===== src/rtl/muldiv_unit_pkg.sv =====
// Shared encodings for the multiply/divide engine: op codes, FSM states, stall levels.
// No logic of its own; pure definitions plus two op-decoding helpers.
// Backpressure: n/a.
package muldiv_unit_pkg;

    typedef enum logic [1:0] {
        MD_MULT  = 2'b00,
        MD_MULTU = 2'b01,
        MD_DIV   = 2'b10,
        MD_DIVU  = 2'b11
    } md_op_e;

    typedef enum logic [1:0] {
        MD_IDLE    = 2'b00,
        MD_MUL_RUN = 2'b01,
        MD_DIV_RUN = 2'b10,
        MD_DONE    = 2'b11
    } md_state_e;

    localparam logic MD_STOP   = 1'b1;
    localparam logic MD_NOSTOP = 1'b0;

    // Bit 1 of the op code selects divide, bit 0 selects the unsigned flavour.
    function automatic logic op_is_div(input logic [1:0] op);
        return op[1];
    endfunction

    function automatic logic op_is_signed(input logic [1:0] op);
        return ~op[0];
    endfunction

endpackage


===== src/rtl/muldiv_unit_if.sv =====
// Request/result bundle between the EX stage and the multiply/divide engine.
// Latency: none (wires only).
// Backpressure: result is held in DONE until ack_i; stallreq_o freezes EX while running.
interface muldiv_unit_if #(parameter int WIDTH = 32);
    import muldiv_unit_pkg::*;

    logic             start_i;
    logic [1:0]       op_i;
    logic [WIDTH-1:0] opdata1_i;
    logic [WIDTH-1:0] opdata2_i;
    logic             annul_i;
    logic             ack_i;
    logic             busy_o;
    logic             ready_o;
    logic             stallreq_o;
    logic [WIDTH-1:0] hi_o;
    logic [WIDTH-1:0] lo_o;

    modport master (
        output start_i, op_i, opdata1_i, opdata2_i, annul_i, ack_i,
        input  busy_o, ready_o, stallreq_o, hi_o, lo_o
    );

    modport slave (
        input  start_i, op_i, opdata1_i, opdata2_i, annul_i, ack_i,
        output busy_o, ready_o, stallreq_o, hi_o, lo_o
    );
endinterface


===== src/rtl/muldiv_unit_iter_core.sv =====
// Iteration datapath: one shift-add multiply step or one restoring divide step per enable.
// Latency: one cycle per step; o_acc_nxt shows the result of the step about to be taken.
// Backpressure: none; the owning FSM gates i_en.
module muldiv_iter_core #(
    parameter int WIDTH = 32
) (
    input  logic               clk,
    input  logic               rst,
    input  logic               i_load,
    input  logic               i_load_div,
    input  logic               i_en,
    input  logic               i_div_mode,
    input  logic [WIDTH-1:0]   i_a,
    input  logic [WIDTH-1:0]   i_b,
    output logic [2*WIDTH-1:0] o_acc_nxt
);
    // Multiply: r_acc = {partial hi, multiplier shifting out}; r_shf = multiplicand.
    // Divide:   r_acc = {remainder, dividend shifting into quotient}; r_shf = divisor.
    logic [2*WIDTH-1:0] r_acc;
    logic [WIDTH-1:0]   r_shf;

    logic [WIDTH:0]     w_sum;
    logic [WIDTH:0]     w_rem_sh;
    logic               w_ge;
    logic [WIDTH-1:0]   w_sub;

    // Compute the next accumulator value for whichever operation is running.
    always_comb begin
        w_sum    = {1'b0, r_acc[2*WIDTH-1:WIDTH]} + (r_acc[0] ? {1'b0, r_shf} : '0);
        w_rem_sh = r_acc[2*WIDTH-1:WIDTH-1];
        w_ge     = (w_rem_sh >= {1'b0, r_shf});
        // When w_ge holds the true difference is below 2^WIDTH, so the wrapped low bits are exact.
        w_sub    = w_rem_sh[WIDTH-1:0] - r_shf;
        if (i_div_mode) begin
            o_acc_nxt = {(w_ge ? w_sub : w_rem_sh[WIDTH-1:0]), r_acc[WIDTH-2:0], w_ge};
        end else begin
            o_acc_nxt = {w_sum, r_acc[WIDTH-1:1]};
        end
    end

    // Load operand magnitudes on accept, then advance one step per enable.
    always_ff @(posedge clk) begin
        if (rst) begin
            r_acc <= '0;
            r_shf <= '0;
        end else if (i_load) begin
            if (i_load_div) begin
                r_acc <= {{WIDTH{1'b0}}, i_a};
                r_shf <= i_b;
            end else begin
                r_acc <= {{WIDTH{1'b0}}, i_b};
                r_shf <= i_a;
            end
        end else if (i_en) begin
            r_acc <= o_acc_nxt;
        end
    end
endmodule


===== src/rtl/muldiv_unit.sv =====
// Multi-cycle MULT/MULTU/DIV/DIVU engine with annul and result hold for the HI/LO path.
// Latency: WIDTH+1 cycles iterative; 1 cycle for single-cycle multiply or divide by zero.
// Backpressure: result held in DONE until ack_i; stallreq_o freezes EX while accepting/running.
module muldiv_unit
    import muldiv_unit_pkg::*;
#(
    parameter int WIDTH    = 32,
    parameter int MUL_ITER = 1
) (
    input logic          clk,
    input logic          rst,
    muldiv_unit_if.slave bus
);
    localparam int CNT_W = $clog2(WIDTH) + 1;

    md_state_e          r_state;
    md_state_e          w_state_nxt;
    logic [CNT_W-1:0]   r_cnt;
    logic               r_sign_q;
    logic               r_sign_r;
    logic [WIDTH-1:0]   r_hi;
    logic [WIDTH-1:0]   r_lo;

    logic               w_is_div;
    logic               w_s1;
    logic               w_s2;
    logic [WIDTH-1:0]   w_mag1;
    logic [WIDTH-1:0]   w_mag2;
    logic               w_div0;
    logic               w_accept;
    logic               w_busy;
    logic               w_run_en;
    logic               w_last;
    logic [2*WIDTH-1:0] w_core_nxt;
    logic [2*WIDTH-1:0] w_fast_prod;
    logic [2*WIDTH-1:0] w_fast_fix;
    logic [2*WIDTH-1:0] w_iter_fix;

    // Operand decode, magnitudes and the sign fix applied to finished results.
    always_comb begin
        w_is_div    = op_is_div(bus.op_i);
        w_s1        = op_is_signed(bus.op_i) & bus.opdata1_i[WIDTH-1];
        w_s2        = op_is_signed(bus.op_i) & bus.opdata2_i[WIDTH-1];
        w_mag1      = w_s1 ? -bus.opdata1_i : bus.opdata1_i;
        w_mag2      = w_s2 ? -bus.opdata2_i : bus.opdata2_i;
        w_div0      = (bus.opdata2_i == '0);
        w_accept    = (r_state == MD_IDLE) & bus.start_i & ~bus.annul_i;
        w_busy      = (r_state == MD_MUL_RUN) | (r_state == MD_DIV_RUN);
        w_run_en    = w_busy & ~bus.annul_i;
        w_last      = (r_cnt == CNT_W'(WIDTH - 1));
        w_fast_prod = {{WIDTH{1'b0}}, w_mag1} * {{WIDTH{1'b0}}, w_mag2};
        w_fast_fix  = (w_s1 ^ w_s2) ? -w_fast_prod : w_fast_prod;
        if (r_state == MD_DIV_RUN) begin
            // Remainder follows the dividend sign, quotient the xor of both signs.
            w_iter_fix = {(r_sign_r ? -w_core_nxt[2*WIDTH-1:WIDTH] : w_core_nxt[2*WIDTH-1:WIDTH]),
                          (r_sign_q ? -w_core_nxt[WIDTH-1:0]       : w_core_nxt[WIDTH-1:0])};
        end else begin
            w_iter_fix = r_sign_q ? -w_core_nxt : w_core_nxt;
        end
    end

    muldiv_iter_core #(.WIDTH(WIDTH)) u_core (
        .clk        (clk),
        .rst        (rst),
        .i_load     (w_accept),
        .i_load_div (w_is_div),
        .i_en       (w_run_en),
        .i_div_mode (r_state == MD_DIV_RUN),
        .i_a        (w_mag1),
        .i_b        (w_mag2),
        .o_acc_nxt  (w_core_nxt)
    );

    // State register.
    always_ff @(posedge clk) begin
        if (rst) r_state <= MD_IDLE;
        else     r_state <= w_state_nxt;
    end

    // Next-state: annul wins everywhere outside IDLE and also blocks a same-cycle start.
    always_comb begin
        w_state_nxt = r_state;
        case (r_state)
            MD_IDLE: begin
                if (w_accept) begin
                    if (w_is_div)           w_state_nxt = w_div0 ? MD_DONE : MD_DIV_RUN;
                    else if (MUL_ITER != 0) w_state_nxt = MD_MUL_RUN;
                    else                    w_state_nxt = MD_DONE;
                end
            end
            MD_MUL_RUN, MD_DIV_RUN: begin
                if (bus.annul_i)  w_state_nxt = MD_IDLE;
                else if (w_last)  w_state_nxt = MD_DONE;
            end
            MD_DONE: begin
                if (bus.annul_i | bus.ack_i) w_state_nxt = MD_IDLE;
            end
            default: w_state_nxt = MD_IDLE;
        endcase
    end

    // Counter, latched signs and the HI/LO result registers (held across DONE and annul).
    always_ff @(posedge clk) begin
        if (rst) begin
            r_cnt    <= '0;
            r_sign_q <= 1'b0;
            r_sign_r <= 1'b0;
            r_hi     <= '0;
            r_lo     <= '0;
        end else if (w_accept) begin
            r_cnt    <= '0;
            r_sign_q <= w_s1 ^ w_s2;
            r_sign_r <= w_s1;
            if (w_is_div && w_div0) begin
                r_lo <= '1;
                r_hi <= bus.opdata1_i;
            end else if (!w_is_div && MUL_ITER == 0) begin
                {r_hi, r_lo} <= w_fast_fix;
            end
        end else if (w_run_en) begin
            r_cnt <= r_cnt + 1'b1;
            if (w_last) {r_hi, r_lo} <= w_iter_fix;
        end
    end

    assign bus.busy_o     = w_busy;
    assign bus.ready_o    = (r_state == MD_DONE);
    assign bus.stallreq_o = (w_accept | w_busy) ? MD_STOP : MD_NOSTOP;
    assign bus.hi_o       = r_hi;
    assign bus.lo_o       = r_lo;
endmodule

===== src/flat_wrapper.sv =====
// flat-port wrapper written by rule: the top's interface ports become plain ports
module muldiv_unit_flat import muldiv_unit_pkg::*;
#(
    parameter int WIDTH    = 32,
    parameter int MUL_ITER = 1
)
  (clk, rst, bus_start_i, bus_op_i, bus_opdata1_i, bus_opdata2_i, bus_annul_i, bus_ack_i, bus_busy_o, bus_ready_o, bus_stallreq_o, bus_hi_o, bus_lo_o);
  muldiv_unit_if #(.WIDTH(WIDTH)) bus_i ();
  input logic clk;
  input logic rst;
  input wire logic [$bits(bus_i.start_i)-1:0] bus_start_i;
  input wire logic [$bits(bus_i.op_i)-1:0] bus_op_i;
  input wire logic [$bits(bus_i.opdata1_i)-1:0] bus_opdata1_i;
  input wire logic [$bits(bus_i.opdata2_i)-1:0] bus_opdata2_i;
  input wire logic [$bits(bus_i.annul_i)-1:0] bus_annul_i;
  input wire logic [$bits(bus_i.ack_i)-1:0] bus_ack_i;
  output wire logic [$bits(bus_i.busy_o)-1:0] bus_busy_o;
  output wire logic [$bits(bus_i.ready_o)-1:0] bus_ready_o;
  output wire logic [$bits(bus_i.stallreq_o)-1:0] bus_stallreq_o;
  output wire logic [$bits(bus_i.hi_o)-1:0] bus_hi_o;
  output wire logic [$bits(bus_i.lo_o)-1:0] bus_lo_o;
  assign bus_i.start_i = bus_start_i;
  assign bus_i.op_i = bus_op_i;
  assign bus_i.opdata1_i = bus_opdata1_i;
  assign bus_i.opdata2_i = bus_opdata2_i;
  assign bus_i.annul_i = bus_annul_i;
  assign bus_i.ack_i = bus_ack_i;
  assign bus_busy_o = bus_i.busy_o;
  assign bus_ready_o = bus_i.ready_o;
  assign bus_stallreq_o = bus_i.stallreq_o;
  assign bus_hi_o = bus_i.hi_o;
  assign bus_lo_o = bus_i.lo_o;
  muldiv_unit #(.WIDTH(WIDTH), .MUL_ITER(MUL_ITER)) u_core (.clk(clk), .rst(rst), .bus(bus_i));
endmodule

===== config.mk =====
export PLATFORM = sky130hd
export DESIGN_NAME = muldiv_unit_flat
export DESIGN_NICKNAME = d
export VERILOG_FILES = /design/src/rtl/muldiv_unit_pkg.sv /design/src/rtl/muldiv_unit_if.sv /design/src/rtl/muldiv_unit_iter_core.sv /design/src/rtl/muldiv_unit.sv /design/src/flat_wrapper.sv
export SDC_FILE = /design/constraint.sdc
export NUM_CORES = 1
export LEC_CHECK = 0
export CORE_MARGIN = 4
export CORE_UTILIZATION = 50
export DETAILED_ROUTE_END_ITERATION = 6
export PLACE_DENSITY = 0.73
export RECOVER_POWER = 50
export SETUP_SLACK_MARGIN = 0.5
export SLEW_MARGIN = 20
export SYNTH_ARGS = -nofsm -noshare
export SYNTH_HDL_FRONTEND = slang
export SYNTH_SLANG_ARGS = --single-unit

===== constraint.sdc =====
create_clock -name clk -period 4.9 [get_ports clk]
set_input_delay 0.98 -clock clk [delete_from_list [all_inputs] [get_ports clk]]
set_output_delay 0.98 -clock clk [all_outputs]
set_load 0.02 [all_outputs]

== Word level (Yosys, flattened, before mapping) ==
Cells that the tools add are included.

* Logic and storage cells: 74
* Input bits: 71
* Bits in registers: 170

* Reductions and logical operators: 9
* $add $sub $neg: 8
* $lt $le $gt $ge: 1
* Bitwise operators: 11
* Equality and inequality tests: 8
* Mux-type cells: 29

{| class="wikitable"
|+ Operator list
! kind !! count
|-
| $mux 32 || 16
|-
| $mux 64 || 5
|-
| $neg 32->32 || 4
|-
| $neg 64->64 || 1
|-
| $add 32x33->33 || 1
|-
| $ge 33x32->1 || 1
|-
| $logic_not 32->1 || 1
|-
| $sub 32x32->32 || 1
|-
| $mux 2 || 5
|-
| $add 6x1->6 const B || 1
|-
| $eq 6x5->1 const B || 1
|-
| $pmux 2 s3 || 1
|-
| $reduce_and 3->1 || 2
|-
| $and 1x1->1 || 5
|-
| $eq 2x2->1 const B || 2
|-
| $ne 2x1->1 const B || 2
|-
| $reduce_bool 2->1 || 2
|-
| $reduce_or 2->1 || 2
|-
| $ne 3x2->1 const B || 1
|-
| $or 1x1->1 || 3
|-
| $eq 2x1->1 const B || 1
|-
| $logic_not 2->1 || 1
|-
| $mux 1 || 2
|-
| $ne 2x2->1 const B || 1
|-
| 3 further kinds || 4
|}

== Logic depth before layout (Yosys ltp) ==
Gate-level depths: netlist (run 1).

* Depth after elaboration: 9
* Gate-level depth with buffers: 25
* Mapped depth without buffers: 20

== By module ==
From an unflattened synthesis (run 1), not the netlist that was laid out.

* Cells, all modules: 2091
* Area total of the unflattened synthesis: 15756.4 um^2

{| class="wikitable"
|+ By module, submodules not included
! module !! instances !! cells each !! sequential area each (um^2) !! area each (um^2)
|-
| muldiv_iter_core || 1 || 1234 || 1921.8 || 9330.2
|-
| muldiv_unit || 1 || 857 || 1481.4 || 6426.2
|}

== Worst setup path before layout (run 1) ==
OpenSTA, ideal clock, no wires.

* Path type: reg-to-reg
* From: reg u_core.r_state[0]
* To: reg u_core.r_hi[26] (netlist: u_core.bus.hi_o[26])
* Setup time: 0.086 ns
* Cell stages (with the launch flop): 25
* Arrival time: 5.042 ns
* Clock period less this slack: 5.128 ns
* Path slack: -0.228 ns
* Path through: dfxtp_1 inv_1 ha_1 clkbuf_1 buf_2 buf_2 buf_2 buf_2 buf_2 buf_2 buf_1 clkbuf_1 nand2_1 o21ai_0 ha_1 o211ai_1 or2_2 or3_1 or2_0 clkbuf_1 o22ai_1 a22oi_1 o31ai_2 xnor2_1 a221oi_2

* Longest elaborated chain between the ends: 8
* Elaborated cells between the ends (all ways): 20
* Those cells by class: add/sub (2); eq/ne (3); mux (7); bitwise (4); reduce/logical (4)

{| class="wikitable"
|+ RTL lines
! what !! line !! text
|-
| start, declared || muldiv_unit.sv:16 || <nowiki>md_state_e r_state;</nowiki>
|-
| start signal, assigned || muldiv_unit.sv:77 || <nowiki>else r_state <= w_state_nxt;</nowiki>
|-
| $eq 2x2->1 || muldiv_unit.sv:48, muldiv_unit.sv:53, muldiv_unit.sv:68 ||
|-
| $mux 64 || muldiv_unit_iter_core.sv:34 || <nowiki>if (i_div_mode) begin</nowiki>
|-
| $neg 64->64 / $neg 32->32 (equally long branches) || muldiv_unit.sv:58, muldiv_unit.sv:55 ||
|-
| $mux 64 / $mux 32 (equally long branches) || muldiv_unit.sv:58, muldiv_unit.sv:55 ||
|-
| $mux 64 || muldiv_unit.sv:53 || <nowiki>if (r_state == MD_DIV_RUN) begin</nowiki>
|-
| $mux 32 || muldiv_unit.sv:122 || <nowiki>if (w_last) {r_hi, r_lo} <= w_iter_fix;</nowiki>
|-
| $mux 32 || muldiv_unit.sv:120 || <nowiki>end else if (w_run_en) begin</nowiki>
|-
| $mux 32 || muldiv_unit.sv:110 || <nowiki>end else if (w_accept) begin</nowiki>
|-
| end signal, assigned || muldiv_unit.sv:116 || <nowiki>r_hi <= bus.opdata1_i;</nowiki>
|-
| end signal, assigned || muldiv_unit.sv:118 || <nowiki>{r_hi, r_lo} <= w_fast_fix;</nowiki>
|-
| end signal, assigned || muldiv_unit.sv:122 ||
|-
| end, declared || muldiv_unit.sv:21 || <nowiki>logic [WIDTH-1:0] r_hi;</nowiki>
|}

Several ways; a longest one is shown, not always the timed one. The select of a mux whose other input is x is not followed.
A chain may end at the register's enable or synchronous reset.

== Final worst setup path (run 1) ==
* From: in bus_annul_i
* To: reg u_core.u_core.r_shf[18]

* Longest elaborated chain between the ends: 2

{| class="wikitable"
|+ RTL lines
! what !! line !! text
|-
| start, declared || flat_wrapper.sv:15 || <nowiki>input wire logic [$bits(bus_i.annul_i)-1:0] bus_annul_i;</nowiki>
|-
| $not 1->1 || muldiv_unit.sv:47 || <nowiki>w_accept = (r_state == MD_IDLE) & bus.start_i & ~bus.annul_i;</nowiki>
|-
| $and 1x1->1 || muldiv_unit.sv:47 ||
|-
| end signal, assigned || muldiv_unit_iter_core.sv:49 || <nowiki>r_shf <= i_b;</nowiki>
|-
| end signal, assigned || muldiv_unit_iter_core.sv:52 || <nowiki>r_shf <= i_a;</nowiki>
|-
| end, declared || muldiv_unit_iter_core.sv:20 || <nowiki>logic [WIDTH-1:0] r_shf;</nowiki>
|}

No other way between the ends.

==> results of run 1 <==
timing repair:
action                                  in CTS  in global routing
setup buffers                                7                 20
endpoints found under the setup margin      23                 62
cloned                                       0                  1
pin swaps                                    4                 26
resized for setup                           25                115
cell type report:
type	count	area [µm²]
clock inverter	14	151
fill	2865	11800
tap	402	503
sequential	170	3420
inverter	74	278
multi-input combinational	1824	12400
clock buffer	18	439
timing repair buffer	287	2540
worst max-delay path, stage by stage:
cell and delay, ns:
dlygate4sd3_1 0.60, nand2b_1 0.20, nor2_1 0.94, clkbuf_2 1.17, o211ai_1 0.63, a21oi_1 0.29
through the flow:
step | instance area, µm² | cells | utilization | total power [mW]
3_5_place_dp | 18300 | 2729 | 0.580 | 7.99
2_1_floorplan | 16100 | 2212 | - | 5.92
3_3_place_gp | 18300 | 2729 | 0.580 | 7.99
5_1_grt | 19700 | 2789 | 0.625 | 10.9
6_report | 19700 | 2789 | 0.625 | 10.4
4_1_cts | 19100 | 2768 | 0.604 | 9.57
layer usage:
metal / track usage / wire [µm]
met1: 0.491 / 27500
met2: 0.555 / 29300
met3: 0.0765 / 7140
met4: 0.142 / 3070
met5: 0 / 52
placed cells by master, fill, tap and decap left out, types with 56 or more instances in the layout:
| cell | count |
|---|---|
| xnor2_1 | 92 |
| clkdlybuf4s50_1 | 68 |
| o21ai_0 | 90 |
| xor2_1 | 60 |
| o211ai_1 | 92 |
| dfxtp_1 | 162 |
| inv_1 | 72 |
| nor2_1 | 212 |
| buf_4 | 139 |
| a21oi_1 | 210 |
| nand2_1 | 280 |
| mux2i_1 | 56 |
| dlygate4sd3_1 | 67 |
registers in the layout, summed over array words and instances, names as in the netlist:
signal and flops:
u_core.r_state 2, u_core.u_core.r_shf 32, u_core.u_core.r_acc 64, u_core.bus.hi_o 32, u_core.bus.lo_o 32, u_core.r_cnt 6
u_core.r_sign_r 1, u_core.r_sign_q 1
power by group:
part           switching, mW  internal [mW]  total (mW)
registers              0.196           1.55        1.74
clock network          0.698          0.694        1.39
logic                   4.46           2.85        7.31
total                   5.35           5.09        10.4
cell families (layout without fill, tap and decap cells):
logic type,Yosys count,count (layout),share of synthesized area
AOI/OAI and AO/OA,722,722,0.306
and+or+nand+nor,809,809,0.241
adders and majority gates,74,74,0.0590
buffers and inverters,218,393,0.0554
DFF,170,170,0.213
muxes,63,63,0.0400
xor gates and xnor gates,156,156,0.0856
synth_stat cells, drive strengths merged (38+ instances only):
library cell	number
inv	73
o211ai	93
mux2i	57
xor2	61
a21o	38
and2	38
clkbuf	99
nor2	220
dfxtp	170
ha	72
nand2	285
xnor2	95
buf	45
nor3	62
o21ai	104
a21oi	219
a211oi	44
worst paths after layout:
check / end / slack, ns / cells past startpoint
max: u_core.u_core.r_shf[18] / 0.42 / 6
min: u_core.u_core.r_shf[27] / 0.46 / 2
max reg2reg: u_core.bus.hi_o[29] / 0.44 / 17
min reg2reg: u_core.u_core.r_shf[27] / 0.46 / 2
==> metrics.md, run 1 <==
| Metric | Value |
|---|---|
| 1st-pass router iterations | `6` |
| Setup Skew | `between 0.01 and 0.015 ns` |
| HPWL after DPL | `51300 µm` |
| Initial antenna violation count | `4` |
| Largest net degree at the start of global routing | `86` |
| Leakage | `7.69 nW` |
| DR vias | `18500` |
| Vias in the first global route | `16800` |
| Fmax | `between 200 and 250 MHz` |
| Post-synth top area share | `0.213` |
| Hold path startpoint | `u_core.u_core.r_shf[27]` |
| Gpl congestion | `1.01` |
| DRC Markers | `0` |
| Clk Tree Root Cell | `clkbuf_16` |
| CTS tree | `done` |
| Pre-CTS setup slack | `0.0793 ns` |
| Ant. Diodes | `0` |
| CTS Buffer Depth | `2` |
| Initial Util | `0.506` |
| Crit Path Category | `primary input to register` |
| Number of CTS-inserted buffers | `17` |
| Pwr Density | `530 nW/µm²` |
| Worst EP required | `5.27 ns` |
| Net Count, Synth | `2357` |
| Syn avg cell area | `7.21 µm²` |
| DRT Wirelength | `about 67000 µm` |
| CTS sink cnt | `170` |
| Clk Latency, worst-skew pair | `0.45 ns` |
| Share of cells above drive strength 1 | `0.147` |
| Grt total ovfl | `0` |
| Worst Setup Start Kind | `primary input` |
| Die W | `187 µm` |
| Synthesized area | `roughly 16000 µm²` |
| Min-delay worst type | `register to register` |
| Post-synthesis sequential area ratio | `0.213` |
| RR Startpoint | `u_core.u_core.r_shf[28]` |
| Final WS setup | `0.419 ns` |
| GRT Overall Usage | `0.359` |
| Async SR Flop Fraction | `0` |
| WL per Instance | `24.0 µm` |
| Synth Instances | `2212` |
| Die area | `roughly 35000 µm²` |
| Worst Max-Slew Pin Slew | `1.94 ns` |
| Post-synth EDFFs | `0` |
| Critical path startpoint | `bus_annul_i` |
| Slew Limit Headroom | `-0.294` |
| Final min period | `4.48 ns` |
| Failing checks | `max-capacitance violations, max-slew violations` |
| Synth-to-layout area growth | `23.6%` |
| DRT iter0 DRCs | `approximately 2300` |
| Antenna Nets Post-Route | `0` |
| Num rows | `65` |
| Hold slack final | `roughly 0.46 ns` |
| Hold-fix buffers, CTS | `0` |
| PortBufs | `137` |
| Main area contributors after synthesis | `dfxtp_1 21%, a21oi_1 6.8%, nand2_1 6.7%` |
| Synthesis-stage register bit count | `170` |
| Die height | `187 µm` |
| Final total negative setup slack | `0 ns` |
| Vias per inst | `about 6.6` |
| CP endpoint kind | `register` |
| Fin crit share | `0.914` |
| I/O Pins | `138` |
| Final Max Tran Viols | `33` |
| Final hold violations | `0` |
| Net total in the final layout | `2519` |
| Max-cap viol count | `1` |
| Clk slew on worst S/H paths | `0.08 ns` |
| Critical path fanouts, max | `69` |
| Core area | `31600 µm²` |
| Unique cell type count in the Yosys netlist | `103` |
| Largest area contributor in the netlist | `dfxtp_1` |
| RSZ-0062 raised after global routing | `yes` |
| # setup viols final | `0` |
| Peak supply drop | `334 µV` |
| Critical Path AT | `approximately 4.9 ns` |
| Synth Warn # | `0` |
| Post-synth top flop | `dfxtp_1` |
| Status | `finished with violations` |
| Max H-tree Level | `4` |
| First-pass GRT wire length | `~100000 µm` |
Note: power is estimated with default switching activity, not from simulation.
==> inputs of run 2 (changes only) <==
- CAP_MARGIN: unset -> 20
==> results of run 2 <==
The final DEF is identical to that of run 1; final timing and power are the same.
==> inputs of run 3 (changes only) <==
- CORE_MARGIN: 4 -> unset
==> run 3 against run 2 <==
Compared with the run above:
- the flow still finishes with violations (max-capacitance violations, max-slew violations)
- worst hold slack improved by 0.0063 ns
- clock power barely moved
- register-to-register slack lost 0.02 ns
- first-iteration DRC count fell by 7.4%
- design area rose by 1.4%
- via count grew 0.84%
- sequential power hardly changed
- sequential share of layout area is 0.19 points lower
- non-clock buffer count up 29
- clock-buffer cell count shrank 1
- combinational power up 2%
- total power up 1.9%
- critical endpoint is now u_core.bus.hi_o[19]
- largest cell class unchanged
- largest power group unchanged
- highest routed layer unchanged
==> metrics.md, run 3 (same netlist as run 1, synthesis figures left out) <==
| Metric | Value |
|---|---|
| Largest net degree at the start of global routing | `84 (-2.3%)` |
| Critical Path AT | `4.79 ns (-0.06 ns)` |
| Antenna Nets Post-Route | `0 (unchanged)` |
| Slew Limit Headroom | `-0.798 (-0.504)` |
| Crit-path cells | `inv_1 > ha_1 > nand2_1 > nor3_1 > a221oi_2 > clkbuf_1 > buf_4 > a21bo_4 > nand2_4 > buf_12 > buf_4 > a311oi_2 > a211oi_2 > buf_4 > nand4bb_4 > buf_4 > a311o_1 > nor3b_1 > o21ai_1 > a31oi_1` |
| WL per Instance | `24.2 µm (+0.86%)` |
| Net total in the final layout | `2548 (+1.2%)` |
| Sequential share of power | `0.164 (-0.003)` |
| Final WS setup | `0.421 ns (+0.00193 ns)` |
| HPWL after DPL | `52300 µm (+1.9%)` |
| Initial antenna violation count | `3 (-1)` |
| Power Internal | `5.22 mW (+2.5%)` |
| 1st-pass router iterations | `7 (+1)` |
| Worst EP required | `5.22 ns (-0.05 ns)` |
| Max reg flops | `64 (unchanged)` |
| Initial Util | `0.507 (+0.00131)` |
| Peak supply drop | `344 µV (+3.1%)` |
| First-pass GRT wire length | `101000 µm (+1.6%)` |
| Psw | `5.42 mW (+1.3%)` |
| Die W | `181 µm (-3.2%)` |
| Pre-CTS setup slack | `0.0917 ns (+0.0124 ns)` |
| Combinational group share of total power | `0.702 (+0.002)` |
| Crit Path Category | `register to register` |
| Gpl congestion | `1.02 (+1.2%)` |
| CTS sink cnt | `170 (unchanged)` |
| CTS tree | `done` |
| Final min period | `4.48 ns (-0.00193 ns)` |
| Num rows | `65 (unchanged)` |
| Critical path fanouts, max | `9 (-87%)` |
| Min-delay worst type | `register to register` |
| Final hold violations | `0 (unchanged)` |
| DRT iter0 DRCs | `2084 (-7.4%)` |
| Max-cap viol count | `2 (+1)` |
| Most frequent cells in the layout | `279 x nand2_1, 212 x nor2_1, 208 x a21oi_1, 162 x buf_4, 153 x dfxtp_1` |
| Final total negative setup slack | `0 ns (unchanged)` |
| DR vias | `18600 (+0.84%)` |
| Setup Skew | `0.0193 ns (+0.00844 ns)` |
| Slowest-stage cell, CP | `nor3_1` |
| Max H-tree Level | `4 (unchanged)` |
| Share of cells above drive strength 1 | `0.157 (+0.0102)` |
| Pwr Density | `532 nW/µm² (+0.42%)` |
| Number of CTS-inserted buffers | `17 (unchanged)` |
| Status | `finished with violations` |
| Synth-to-layout area growth | `25.4%` |
| DRC Markers | `0 (unchanged)` |
| FF-to-FF path depth | `20 (+3)` |
| GRT Overall Usage | `0.402 (+0.0434)` |
| # setup viols final | `0 (unchanged)` |
| Grt total ovfl | `0 (unchanged)` |
| Worst Hold Depth | `2 (unchanged)` |
| Vias in the first global route | `16700 (-1.0%)` |
| Fin crit share | `0.914 (about the same)` |
| Fmax | `223 MHz (about the same)` |
| Switch share | `0.509 (-0.00302)` |
| Die height | `181 µm (-3.2%)` |
| Largest Register | `u_core.u_core.r_acc` |
| Worst Setup Start Kind | `register` |
| Vias per inst | `6.61 (-0.31%)` |
| Leakage | `7.89 nW (+2.6%)` |
| Crit-path most repeated cell | `buf_4` |
| Core area | `31500 µm² (-0.26%)` |
| CP endpoint kind | `register` |
| Clock group share of total power | `0.134 (about the same)` |
| Final Max Tran Viols | `140 (+320%)` |
| DRT Wirelength | `68400 µm (+2.0%)` |
| RSZ-0062 raised after global routing | `yes` |
| Clk Latency, worst-skew pair | `0.46 ns (about the same)` |
| Failing checks | `max-capacitance violations, max-slew violations` |
| Most common cell after layout, fill and taps aside | `nand2_1` |
| Clk Tree Root Cell | `clkbuf_16` |
| I/O Pins | `138 (unchanged)` |
| Power Total | `10.6 mW (+1.9%)` |
| Worst Max-Slew Pin Slew | `2.70 ns (+0.756 ns)` |
| Die area | `32600 µm² (-6.3%)` |
| CTS Buffer Depth | `2 (unchanged)` |
| Clk slew on worst S/H paths | `0.08 ns (about the same)` |
| Max stage delay on crit path | `0.53 ns (-0.64 ns)` |
| PortBufs | `137 (unchanged)` |
==> run 3: final cells by class <==
cell class | count | area [µm²]
multi-input cells | 1824 | 12400
fillers | 2905 | 11500
flip-flops and latches | 170 | 3430
repair buffers | 316 | 2820
well taps | 402 | 503
clock buffers | 17 | 425
inverters | 74 | 278
clock inverters | 15 | 176
diodes | 3 | 7.51
==> run 3: stage by stage <==
stage,hold slack (ns),cells,utilization,cell area [µm²]
after CTS,0.471,2792,0.614,19300
after global placement,0.453,2747,0.586,18400
after global routing,0.486,2818,0.635,20000
final,0.465,2821,0.636,20000
after detailed placement,0.457,2747,0.586,18400
after floorplan,0.440,2212,-,16100
==> run 3: final timing paths <==
check,from,end,slack [ns]
min reg2reg,u_core.u_core.r_shf[30],u_core.u_core.r_shf[30],0.47
max reg2reg,u_core.u_core.r_shf[11],u_core.bus.hi_o[19],0.42
max,u_core.u_core.r_shf[11],u_core.bus.hi_o[19],0.42
min,u_core.u_core.r_shf[30],u_core.u_core.r_shf[30],0.47
==> run 3: what timing repair did <==
| item | CTS | global route |
|---|---|---|
| gates cloned | 0 | 2 |
| pin swaps | 21 | 44 |
| buffers inserted | 13 | 23 |
| hold buffers | 0 | 0 |
| endpoints found under the setup margin | 28 | 31 |
| gates resized for setup | 41 | 97 |
| hold endpoints to repair | 0 | 0 |
==> run 3: metal layers <==
metal | part of all wire | GRT usage | wire length [µm]
met3 | 0.11 | 0.0792 | 7380
met4 | 0.044 | 0.183 | 3040
met5 | 0.00022 | 0 | 15
met1 | 0.41 | 0.545 | 28400
met2 | 0.43 | 0.614 | 29600
==> run 3: worst max-delay path, delay by kind of cell, from the launching register on <==
family          cells  cell delay [ns]
compound gates      7             1.49
fa+ha+maj           1             0.35
buf+inv             7             1.05
flops               1             0.44
simple gates        5             1.02
==> run 3: power by group through the flow <==
stage | Combinational, mW | Sequential (mW) | Clock (mW)
2_1_floorplan | 4.22 | 1.70 | 0
3_3_place_gp | 6.35 | 1.76 | 0
3_5_place_dp | 6.32 | 1.76 | 0
4_1_cts | 6.56 | 1.74 | 1.42
5_1_grt | 7.86 | 1.76 | 1.48
6_report | 7.47 | 1.75 | 1.42
